### src/rtl/alu_port_arbiter.sv
// Four-port round-robin command scheduler in front of the ALU input stage.
// Each port holds one command until granted, then waits for its tagged response.
module alu_port_arbiter #(
    parameter int DW = 32
) (
    input  logic          c_clk,
    input  logic          reset,
    input  logic [3:0]    req1_cmd_in,
    input  logic [DW-1:0] req1_data1_in,
    input  logic [DW-1:0] req1_data2_in,
    input  logic [3:0]    req2_cmd_in,
    input  logic [DW-1:0] req2_data1_in,
    input  logic [DW-1:0] req2_data2_in,
    input  logic [3:0]    req3_cmd_in,
    input  logic [DW-1:0] req3_data1_in,
    input  logic [DW-1:0] req3_data2_in,
    input  logic [3:0]    req4_cmd_in,
    input  logic [DW-1:0] req4_data1_in,
    input  logic [DW-1:0] req4_data2_in,
    input  logic          alu_ready,
    input  logic [1:0]    alu_resp_in,
    input  logic [1:0]    alu_resp_port,
    input  logic [DW-1:0] alu_out_in,
    output logic [3:0]    prio_cmd,
    output logic [DW-1:0] prio_data1,
    output logic [DW-1:0] prio_data2,
    output logic [1:0]    prio_port,
    output logic [1:0]    out1_resp,
    output logic [DW-1:0] out1_data,
    output logic [1:0]    out2_resp,
    output logic [DW-1:0] out2_data,
    output logic [1:0]    out3_resp,
    output logic [DW-1:0] out3_data,
    output logic [1:0]    out4_resp,
    output logic [DW-1:0] out4_data
);
    localparam int NP = 4;

    typedef enum logic [1:0] {
        IDLE = 2'd0,
        PEND = 2'd1,
        WAIT = 2'd2
    } port_state_t;

    logic [3:0]    req_cmd   [NP];
    logic [DW-1:0] req_data1 [NP];
    logic [DW-1:0] req_data2 [NP];
    logic [3:0]    hold_cmd  [NP];
    logic [DW-1:0] hold_data1[NP];
    logic [DW-1:0] hold_data2[NP];
    logic [1:0]    resp_vec  [NP];
    logic [DW-1:0] data_vec  [NP];
    logic [NP-1:0] pend;
    logic [NP-1:0] waiting;

    logic          grant_valid;
    logic [1:0]    grant_port;
    logic [1:0]    last_reg;
    logic          resp_hit;

    assign req_cmd[0] = req1_cmd_in;
    assign req_cmd[1] = req2_cmd_in;
    assign req_cmd[2] = req3_cmd_in;
    assign req_cmd[3] = req4_cmd_in;
    assign req_data1[0] = req1_data1_in;
    assign req_data1[1] = req2_data1_in;
    assign req_data1[2] = req3_data1_in;
    assign req_data1[3] = req4_data1_in;
    assign req_data2[0] = req1_data2_in;
    assign req_data2[1] = req2_data2_in;
    assign req_data2[2] = req3_data2_in;
    assign req_data2[3] = req4_data2_in;

    // Responses for ports that are not waiting are dropped entirely.
    assign resp_hit = (alu_resp_in != 2'd0) && waiting[alu_resp_port];

    generate
        for (genvar gi = 0; gi < NP; gi++) begin : g_port
            localparam logic [1:0] PID = 2'(gi);

            port_state_t   state_reg;
            port_state_t   state_next;
            logic          capture;
            logic [3:0]    cmd_reg;
            logic [DW-1:0] data1_reg;
            logic [DW-1:0] data2_reg;
            logic [1:0]    resp_reg;
            logic [DW-1:0] out_data_reg;

            always_ff @(posedge c_clk) begin
                if (!reset) begin
                    state_reg <= IDLE;
                end else begin
                    state_reg <= state_next;
                end
            end

            always_comb begin
                state_next = state_reg;
                case (state_reg)
                    IDLE: if (req_cmd[gi] != 4'd0) state_next = PEND;
                    PEND: if (grant_valid && grant_port == PID) state_next = WAIT;
                    WAIT: if (alu_resp_in != 2'd0 && alu_resp_port == PID) state_next = IDLE;
                    default: state_next = IDLE;
                endcase
            end

            always_comb begin
                capture = (state_reg == IDLE) && (req_cmd[gi] != 4'd0);
                pend[gi] = (state_reg == PEND);
                waiting[gi] = (state_reg == WAIT);
            end

            always_ff @(posedge c_clk) begin
                if (!reset) begin
                    cmd_reg   <= '0;
                    data1_reg <= '0;
                    data2_reg <= '0;
                end else if (capture) begin
                    cmd_reg   <= req_cmd[gi];
                    data1_reg <= req_data1[gi];
                    data2_reg <= req_data2[gi];
                end
            end

            always_ff @(posedge c_clk) begin
                if (!reset) begin
                    resp_reg     <= '0;
                    out_data_reg <= '0;
                end else if (resp_hit && alu_resp_port == PID) begin
                    resp_reg     <= alu_resp_in;
                    out_data_reg <= alu_out_in;
                end else begin
                    resp_reg     <= '0;
                end
            end

            assign hold_cmd[gi]   = cmd_reg;
            assign hold_data1[gi] = data1_reg;
            assign hold_data2[gi] = data2_reg;
            assign resp_vec[gi]   = resp_reg;
            assign data_vec[gi]   = out_data_reg;
        end
    endgenerate

    // Search last+1 .. last+4 (wrapping), so the last winner has lowest priority.
    always_comb begin
        grant_valid = 1'b0;
        grant_port  = last_reg;
        for (int k = 1; k <= NP; k++) begin
            if (!grant_valid && alu_ready && pend[last_reg + 2'(k)]) begin
                grant_valid = 1'b1;
                grant_port  = last_reg + 2'(k);
            end
        end
    end

    always_ff @(posedge c_clk) begin
        if (!reset) begin
            last_reg   <= 2'd3;
            prio_cmd   <= '0;
            prio_data1 <= '0;
            prio_data2 <= '0;
            prio_port  <= '0;
        end else if (grant_valid) begin
            last_reg   <= grant_port;
            prio_cmd   <= hold_cmd[grant_port];
            prio_data1 <= hold_data1[grant_port];
            prio_data2 <= hold_data2[grant_port];
            prio_port  <= grant_port;
        end else begin
            prio_cmd   <= '0;
        end
    end

    assign out1_resp = resp_vec[0];
    assign out2_resp = resp_vec[1];
    assign out3_resp = resp_vec[2];
    assign out4_resp = resp_vec[3];
    assign out1_data = data_vec[0];
    assign out2_data = data_vec[1];
    assign out3_data = data_vec[2];
    assign out4_data = data_vec[3];

endmodule

### config.mk
export PLATFORM = sky130hd
export DESIGN_NAME = alu_port_arbiter
export DESIGN_NICKNAME = d
export VERILOG_FILES = /design/src/rtl/alu_port_arbiter.sv
export SDC_FILE = /design/constraint.sdc
export NUM_CORES = 1
export LEC_CHECK = 0
export BUFFER_PORTS_ARGS = -buffer_cell sky130_fd_sc_hd__buf_2
export CAP_MARGIN = 20
export CORE_AREA = 2 2 198 200
export DETAILED_ROUTE_END_ITERATION = 10
export DIE_AREA = 0 0 200 202
export PLACE_DENSITY_LB_ADDON = 0.3
export SLEW_MARGIN = 20
export SYNTH_ARGS = -nofsm -noshare
export SYNTH_HDL_FRONTEND = slang
export SYNTH_SLANG_ARGS = --single-unit
### constraint.sdc
create_clock -name c_clk -period 6.1 [get_ports c_clk]
set_input_delay 1.22 -clock c_clk [delete_from_list [all_inputs] [get_ports c_clk]]
set_output_delay 1.22 -clock c_clk [all_outputs]
set_load 0.03 [all_outputs]
# == Word-level counts from Yosys, hierarchy flattened ==
# Index checks and enable logic that the tools add are counted.
# op_classes
n_bitwise,1
order_cmp,6
mux,43
reduce_logical,47
add_sub_neg,3
eq_ne,26
# ops
cell,n
$bmux W32 S2,2
$mux W32,4
$mux W2,16
$logic_and A1 B1 Y1,24
$pmux W2 S3,4
$ne A2 B1 Y1 const B,9
$eq A2 B2 Y1 const B,8
$reduce_bool A4 Y1,4
$lt A2 B3 Y1 const B,5
$eq A2 B1 Y1 const B,6
$logic_not A2 Y1,6
$reduce_and A3 Y1,4
$bmux W1 S2,5
$reduce_and A2 Y1,5
$mux W1,9
$bmux W4 S2,1
$mux W4,2
$ne A2 B2 Y1 const B,3
$add A2 B2 Y2 const B,2
$ge A3 B3 Y1 const B,1
$logic_not A1 Y1,3
$not A2 Y3,1
$add A2 B1 Y2 const B,1
$reduce_bool A2 Y1,1
# word_totals
wordCells,155
ff_bits,488

# == Longest topological paths before layout ==
# Gate-level depths: netlist of run 1.
# depth
word_depth,21
depth_mapped,9

# == Worst setup path after synthesis of run 1 ==
# Ideal clock, no wire load.
# synth_path
kind,input-to-reg
start,input req3_cmd_in[3]
end,register g_port[2].data1_reg[10]
path_slack_ps,3370
t_required_ps,6030
arrival_time_ps,2660
setup_ps,70
cell_stages,6
cell_sequence,or4_1 nand2_1 clkbuf_1 buf_1 nand2_1 a21oi_1
# synth_between
elab_chain_len,2
# synth_lines
element,line_no,text
"start, declared",14,"input logic [3:0] req3_cmd_in,"
$reduce_bool A4 Y1,109,capture = (state_reg == IDLE) && (req_cmd[gi] != 4'd0);
$logic_and A1 B1 Y1,109,
"end signal, assigned",121,data1_reg <= req_data1[gi];
"end, declared",85,logic [DW-1:0] data1_reg;
# Every way passes these cells.
# A chain may end at the register's enable or synchronous reset.

# == Worst setup path in the final report of run 1 ==
# layout_path
start,register g_port[1].state_reg[0]
end,register prio_data1[31]
# layout_between
elab_chain_len,21
word_cells_on_any_way,31
# layout_lines
element,line_no,text
"start, declared",81,port_state_t state_reg;
"start signal, assigned",94,state_reg <= state_next;
$eq A2 B1 Y1 *,110,pend[gi] = (state_reg == PEND);
$bmux W1 S2,151,if (!grant_valid && alu_ready && pend[last_reg + 2'(k)]) begin
$mux W1 (implied by the code),151,
$logic_and A1 B1 Y1,151,
$mux W1,151,
$logic_not A1 Y1,151,
$logic_and A1 B1 Y1 (2 in a row),151,
$mux W1,151,
$logic_not A1 Y1,151,
$logic_and A1 B1 Y1 (2 in a row),151,
$mux W1,151,
$logic_not A1 Y1,151,
$logic_and A1 B1 Y1 (2 in a row),151,
$mux W2,151,
$not A2 Y3 (implied by the code),168,prio_data1 <= hold_data1[grant_port];
$bmux W32 S2,168,
$mux W32 (implied by the code) (2 in a row),168,
"end signal, assigned",168,
"end, declared",25,"output logic [DW-1:0] prio_data1,"
# Every way passes the cells marked *; elsewhere a longest branch is shown, timed or not. The select of a mux whose other input is x is not followed.

==> results of run 1 <==
[cells in the mapped netlist (10+ instances only)]
cell | number | area share, %
sky130_fd_sc_hd__a21oi_1 | 396 | 11
sky130_fd_sc_hd__a221oi_2 | 64 | 5.1
sky130_fd_sc_hd__clkbuf_1 | 133 | 2.6
sky130_fd_sc_hd__dfxtp_1 | 488 | 52
sky130_fd_sc_hd__nor2_1 | 31 | 0.62
sky130_fd_sc_hd__buf_2 | 16 | 0.42
sky130_fd_sc_hd__mux2i_1 | 136 | 7.2
sky130_fd_sc_hd__buf_1 | 11 | 0.22
sky130_fd_sc_hd__a22oi_1 | 10 | 0.40
sky130_fd_sc_hd__o21ai_0 | 69 | 1.8
sky130_fd_sc_hd__buf_6 | 12 | 0.72
sky130_fd_sc_hd__nor4_1 | 11 | 0.36
sky130_fd_sc_hd__nand2_1 | 787 | 16
[critical path: stages (launching register included)]
cell	delay, ns
sky130_fd_sc_hd__dfxtp_1	0.48
sky130_fd_sc_hd__and2b_1	0.30
sky130_fd_sc_hd__nor4_1	0.13
sky130_fd_sc_hd__nor2_4	0.09
sky130_fd_sc_hd__buf_4	0.58
sky130_fd_sc_hd__o211ai_2	0.37
sky130_fd_sc_hd__nand2_4	0.76
sky130_fd_sc_hd__buf_4	0.50
sky130_fd_sc_hd__a221oi_2	0.12
[final cells by class]
class,count,area (um^2)
diodes,7,17.5
clock buffers,74,1480
clock inverters,14,134
fillers,3388,15000
inverters,4,22.5
multi-input cells,1562,8370
flip-flops and latches,488,9770
well taps,518,648
repair buffers,545,2860
[logic make-up (layout without fill, tap and decap cells)]
kind of cell	count (synthesis)	count (layout)	synth area share, %
compound gates	558	558	18.7
buf+inv	178	637	4.17
flops	488	488	51.8
mux	136	136	7.22
other cells	0	7	0
simple gates	868	868	18.1
[worst paths after layout]
kind / depth (start not counted) / endpoint
setup reg to reg: 8 / prio_data1[31]$_SDFFE_PN0P_
setup / recovery: 8 / prio_data1[31]$_SDFFE_PN0P_
hold reg to reg: 2 / out4_data[28]$_SDFFE_PN0P_
hold / removal: 2 / out4_data[28]$_SDFFE_PN0P_
[stage by stage]
stage	setup WS (ns)	hold slack (ns)	cells	util [%]	total power, mW
after floorplan	3.37	0.436	2228	-	5.89
after global placement	2.07	0.439	3116	56.5	6.69
after detailed placement	2.05	0.444	3117	56.6	6.79
after CTS	2.56	0.452	3205	60.8	9.81
after global routing	2.31	0.464	3210	60.9	10.2
final	2.58	0.451	3212	60.9	9.76
[where the power goes]
part	leakage [nW]	switching, mW	total [mW]	internal, mW
Combinational	5.09	1.92	2.80	0.882
Sequential	4.00	0.280	3.94	3.66
Clock	0.789	1.27	3.03	1.76
[layer usage]
layer | part of all wire, % | up-vias | global-route usage [%]
li1 | - | 8354 | -
met3 | 8.3 | 178 | 7.29
met2 | 47 | 738 | 50.1
met4 | 4.6 | 12 | 14.8
met1 | 40 | 8390 | 36.9
met5 | 0.12 | - | 0
==> metrics list, run 1 <==
- Setup repair after global routing left no endpoint under its margin.
- Area after DPL: ~22000 um^2
- The clock reaches the later pin of the worst-skew pair after about 0.58 ns.
- For this run, the number of Yosys warnings is 0.
- STA puts the critical path data required time at around 6.5 ns.
* Number of distinct standard cells referenced by the synthesized netlist: 46
* Power per cell area: roughly 420 nW/um^2
* Number of clock buffers inserted by TritonCTS: around 50
* Total detailed-routing wirelength: 62800 um
- TritonCTS built the clock tree.
* Vias after detailed routing: about 18000
- STA classifies the critical path startpoint as a flop.
* Synth Cell Area: approximately 19000 um^2
- Share of cells above drive strength 1: 26.3%
- DPL Wire Length: between 40000 and 50000 um
- Row count: a little over 70
* Type of the worst min-delay path: flop to flop
- Using the TritonRoute via totals, the vias-per-cell ratio works out to roughly 5.5.
* P&R area growth vs syn: 23.5%
- Mean Syn Cell Area: 8.47 um^2
* Maximum clock rate: roughly 0.28 GHz
* Final critical-path share of the clock period: between 50% and 60%
* Arrival time of the worst setup path: a little under 4 ns
- Number of top-level pins: between 500 and 600
* Result of the run: complete, no violations
- In this run the tightest slew margin relative to its limit is a little over a third.
- Count of flip-flops with a built-in enable after synthesis: 0
- Counting flops with an async set or reset pin after synthesis yields a share of 0%.
- Most common cell after layout, fill and taps aside: sky130_fd_sc_hd__nand2_1
* Die width: roughly 200 um
* Critical path fanouts, max: just under 70
* Final Max Slew Viols: 0
* Reg2reg setup slack: between 2 and 3 ns
- After clock tree synthesis, the clock-pin slew on the worst setup and hold paths is roughly 0.060 ns.
* Post-route cell area: about 23000 um^2
- In the synthesized netlist the dominant register cell turns out to be sky130_fd_sc_hd__dfxtp_1.
- CTS placed an instance of sky130_fd_sc_hd__clkbuf_16 at the clock tree root.
- Across the VDD grid, the largest voltage drop is approximately 0.00021 V.
- Hold_sp: out4_data[28]$_SDFFE_PN0P_
- After synthesis, flip-flops and latches occupy between 50% and 60% of the total area.
- Setup total negative slack on the finished layout was measured at 0 ns.
- Global placement routability congestion: about 0.87
* # DRC: 0
- Max-cap violations in this run came to 0.
- Vias in the first global route: 17459
- Syn Inst Count: around 2200
- Chip height: 202 um
- For this design, the CTS-stage hold fixing added 0 buffers.
- DRT Pass-1 Iters: 6
- For this block, the initial DRC count from the detailed router was approximately 1000.
- Dividing the detail-routed wire length by the instance count gives ~20 um.
* Count of nets left with antenna violations after detail routing: 0
* Die ar.: slightly above 40000 um^2
* Timing startpoint of the critical path: g_port[1].state_reg[0]$_SDFFE_PN0P_
- Largest buffer count on any clock path: 3
- STA classifies the critical path endpoint as a flop.
- Counting flops and latches in the post-synthesis netlist gives around 500.
- The startpoint identified for the worst register-to-register timing path is g_port[1].state_reg[0]$_SDFFE_PN0P_.
* CTS Sinks: around 490
- Total Routing Usage GR: 30.3%
* Commonest non-fill, non-tap cells in the layout: sky130_fd_sc_hd__nand2_1, sky130_fd_sc_hd__buf_2, sky130_fd_sc_hd__dfxtp_1, sky130_fd_sc_hd__a21oi_1, sky130_fd_sc_hd__mux2i_1
- Largest net degree at the start of global routing: ~180
* Post-layout net count: roughly 3000
* Setup Viol. Count Final: 0
- Number of gates resized after CTS: 0
- The final-report hold violation count came to 0.
- GRT overflow: 0
* Post-CTS Setup Repair Bufs: 0
- Htree depth: 2
- Core footprint: around 38000 um^2
* CP Class: flop to flop
- The first global-routing pass estimated around 95000 um of wire.
- Slew @ Worst Pin: 0.953 ns
* Lkg Pwr: around 9.9 nW
- Initial Utilization: approximately half
- The initial antenna violation count came to 13.
- The clock arrives with around 0.023 ns of skew.
- The smallest clock period supported by the final layout is computed as roughly 3.5 ns.
- The number of nets in the synthesized netlist is around 2500.
- Count of input and output buffers: 516
Power figures use the tool's default switching activity.
==> run 2: changes to the inputs <==
--- a/config.mk
+++ b/config.mk
@@ -7,9 +7,9 @@
 export LEC_CHECK = 0
 export BUFFER_PORTS_ARGS = -buffer_cell sky130_fd_sc_hd__buf_2
 export CAP_MARGIN = 20
-export CORE_AREA = 2 2 198 200
+export CORE_MARGIN = 2
+export CORE_UTILIZATION = 47
 export DETAILED_ROUTE_END_ITERATION = 10
-export DIE_AREA = 0 0 200 202
 export PLACE_DENSITY_LB_ADDON = 0.3
 export SLEW_MARGIN = 20
 export SYNTH_ARGS = -nofsm -noshare
==> constraint.sdc (replaced) <==
create_clock -name c_clk -period 3.2 [get_ports c_clk]
set_input_delay 0.64 -clock c_clk [delete_from_list [all_inputs] [get_ports c_clk]]
set_output_delay 0.64 -clock c_clk [all_outputs]
set_load 0.03 [all_outputs]
==> run 2 against run 1 <==
Effect of this change: sequential power grew 90%; maximum frequency increased by 35%; die area is 3.3% higher; flip-flop and latch count did not move; clock skew shrank 0.0063 ns; critical endpoint is now prio_data2[14]$_SDFFE_PN0P_; largest power group unchanged; highest routed layer unchanged.
==> metrics list, run 2 (synthesis results as in run 1) <==
* Result of the run: complete, no violations
* # DRC: 0 (unchanged)
- The area of the core was 39600 um^2 (+3.5%).
- The max-capacitance violation count is 0 (unchanged).
- Post-route insts no fill: 3225 (+0.40%)
- Number of design-rule violations left by the first detailed-router iteration: 1130 (+8.9%)
* First-pass GRT wire length: 93400 um (-2.0%)
* Post-CTS Setup Repair Bufs: 0 (unchanged)
* Lkg Pwr: 9.98 nW (+0.99%)
- Tmin final: 2.61 ns (-0.909 ns)
- Number of gates resized after CTS: 0 (unchanged)
- The post-route standard cell area excluding fillers was 23500 um^2 (+0.98%).
- Die width: 204 um (+2.2%)
* Total Routing Usage GR: 28.4% (-1.9 points)
- The die outline area was 41800 um^2 (+3.3%).
- Largest buffer count on any clock path: 3 (unchanged)
- Arrival time of the worst setup path: 3.02 ns (-0.93 ns)
- The depth of the worst register-to-register path is 7 (-1).
- Total detailed-routing wirelength: 61500 um (-2.0%)
* Maximum clock skew at final layout: 0.0167 ns (-0.00634 ns)
- The critical path required time came to 3.61 ns (-2.92 ns).
* Part of the total power dissipated in sequential elements: 39.5% (-0.8 points)
* Top metal layer carrying routed signals: met5
- Placement Setup Slack: 0.619 ns (-1.43 ns)
* Worst slew margin relative to its limit: 34.3% (-2.2 points)
- The number of max-slew violations in the final report came to 0 (unchanged).
- The instance area at placement came to 21800 um^2 (+0.63%).
- The largest voltage drop on the vdd net came to 0.000435 V (+100%).
* Routed length per placed instance: 19.1 um (-2.4%)
- The share of layout cells above drive strength 1 was 26.4% (+0.090 points).
- TritonCTS built the clock tree.
- The clock latency on the worst-skew pair is 0.58 ns (about the same).
- The cell row count came to 73 (+1.4%).
* Total power after layout: 18.9 mW (+94%)
* Worst setup SP type: flop
- Fin Setup TNS: 0 ns (unchanged)
- The routed length on met3 was 5050 um (-2.6%).
* Timing startpoint of the critical path: last_reg[0]$_SDFFE_PN1P_
- The number of port buffers is 516 (unchanged).
* Post-layout net count: 2966 (+0.17%)
- Initial Utilization: 47.6% (-1.7 points)
- Global placement routability congestion: 0.842 (-3.2%)
- The count of pins on the block boundary was 517 (unchanged).
- Slew @ Worst Pin: 0.986 ns (+0.0334 ns)
- Setup Viol. Count Final: 0 (unchanged)
* Type of destination of the critical path: flop
* Final critical-path share of the clock period: 81.6% (+24 points)
- Share of total power in the clock network: 32.0% (+1.0 points)
- The multi-input gate area in the final layout is 8370 um^2 (unchanged).
- The routed metal-1 wire length came to 24500 um (-1.5%).
- Chip height: 204 um (+1.2%)
- The CTS clock-pin slew for the worst setup and hold paths is 0.06 ns (about the same).
- The number of global-route vias before repair was 17138 (-1.8%).
- The initial antenna violation count is 12 (-1).
- The overall overflow remaining after global route was 0 (unchanged).
- The startpoint identified for the worst register-to-register timing path is last_reg[0]$_SDFFE_PN1P_.
* Sw Ratio: 34.6% (-0.87 points)
- Area of all sequential standard cells: 9770 um^2 (unchanged)
* DRT Pass-1 Iters: 6 (unchanged)
- Number of fill cells: 3518 (+3.8%)
- Setup slack of the critical path after layout: 0.589 ns (-1.99 ns)
- Reg2reg setup slack: 0.59 ns (-1.99 ns)
* Final hold viol count: 0 (unchanged)
- Reg-to-reg endpoint: prio_data2[14]$_SDFFE_PN0P_
- The smallest hold slack is 0.292 ns (-0.159 ns).
- The total number of vias came to 17444 (-1.3%).
- CP Class: flop to flop
* Critical path fanouts, max: 48 (-29%)
- Htree depth: 2 (unchanged)
- P&R area growth vs syn: 24.8%
- The total power per unit cell area is 804 nW/um^2 (+92%).
- The maximum clock frequency came to 0.383 GHz (+35%).
* Length of routed met2 wiring: 29700 um (-0.16%)
- The library cell used most frequently in the layout, excluding fill and tap cells, is sky130_fd_sc_hd__nand2_1.
- Number of clock buffers inserted by TritonCTS: 50 (+2.0%)
- Mean number of vias per cell: 5.41 (-1.7%)
- The internal power component was 12.4 mW (+97%).
* Root Driver: sky130_fd_sc_hd__clkbuf_16
* Count of nets left with antenna violations after detail routing: 0 (unchanged)
- The post-route core utilization was 59.4% (-1.5 points).
- Commonest non-fill, non-tap cells in the layout: sky130_fd_sc_hd__nand2_1, sky130_fd_sc_hd__buf_2, sky130_fd_sc_hd__dfxtp_1, sky130_fd_sc_hd__a21oi_1, sky130_fd_sc_hd__mux2i_1
- In this run the worst hold path is classified as input port to flop.
- Cts hold-fix bufs: 0 (unchanged)
- The sum of net half-perimeters after detailed placement is 41400 um (+0.57%).
- Placed insts: 3128 (+0.35%)
- The critical path ends at prio_data2[14]$_SDFFE_PN0P_.
* RSZ-0062 raised after global routing: no
- Largest net degree at the start of global routing: 107 (-41%)
- The share of total power in combinational logic came to 28.5% (-0.2 points).
- NetSw: 6.56 mW (+89%)
- CTS Sinks: 488 (unchanged)
run 2: critical path, cell delays in order (launching register included):
cell and delay, ns:
sky130_fd_sc_hd__dfxtp_1 0.43, sky130_fd_sc_hd__or4b_1 0.51, sky130_fd_sc_hd__o32a_1 0.20, sky130_fd_sc_hd__nand3_2 0.11
sky130_fd_sc_hd__nor3_2 0.10, sky130_fd_sc_hd__nor3_4 0.15, sky130_fd_sc_hd__buf_4 0.73, sky130_fd_sc_hd__a221oi_2 0.15
run 2: how the worst min path moves through the flow:
stage	cells past startpoint	endpoint	startpoint
floorplan	2	g_port[2].cmd_reg[0]$_SDFFE_PN0P_	g_port[2].cmd_reg[0]$_SDFFE_PN0P_
global placement	2	out3_data[30]$_SDFFE_PN0P_	out3_data[30]$_SDFFE_PN0P_
detailed placement	2	out1_data[24]$_SDFFE_PN0P_	out1_data[24]$_SDFFE_PN0P_
CTS	3	g_port[2].data2_reg[1]$_SDFFE_PN0P_	req3_data2_in[1]
global route	3	g_port[2].data1_reg[22]$_SDFFE_PN0P_	req3_data1_in[22]
finish	3	g_port[3].data1_reg[1]$_SDFFE_PN0P_	req4_data1_in[1]
run 2: power by group through the flow:
stage	logic (mW)	registers, mW	clock network, mW
detailed placement	5.38	7.59	0
global placement	5.27	7.56	0
global route	5.80	7.57	6.37
CTS	5.39	7.47	6.14
finish	5.39	7.48	6.06
floorplan	3.26	7.98	0
run 2: area by class of cell:
class,instances,area share [%]
antenna,7,0.0744
clock buffer,78,6.45
clock inverter,12,0.835
inverter,4,0.0957
multi-input combinational,1562,35.6
sequential,488,41.5
tap,525,2.79
timing repair buffer,549,12.7
run 2: per-layer routing:
layer | global-route usage, % | vias up
met5 | 0 | -
met4 | 11.5 | 10
met3 | 6.31 | 140
met2 | 48.4 | 660
met1 | 34.7 | 8258
li1 | - | 8376
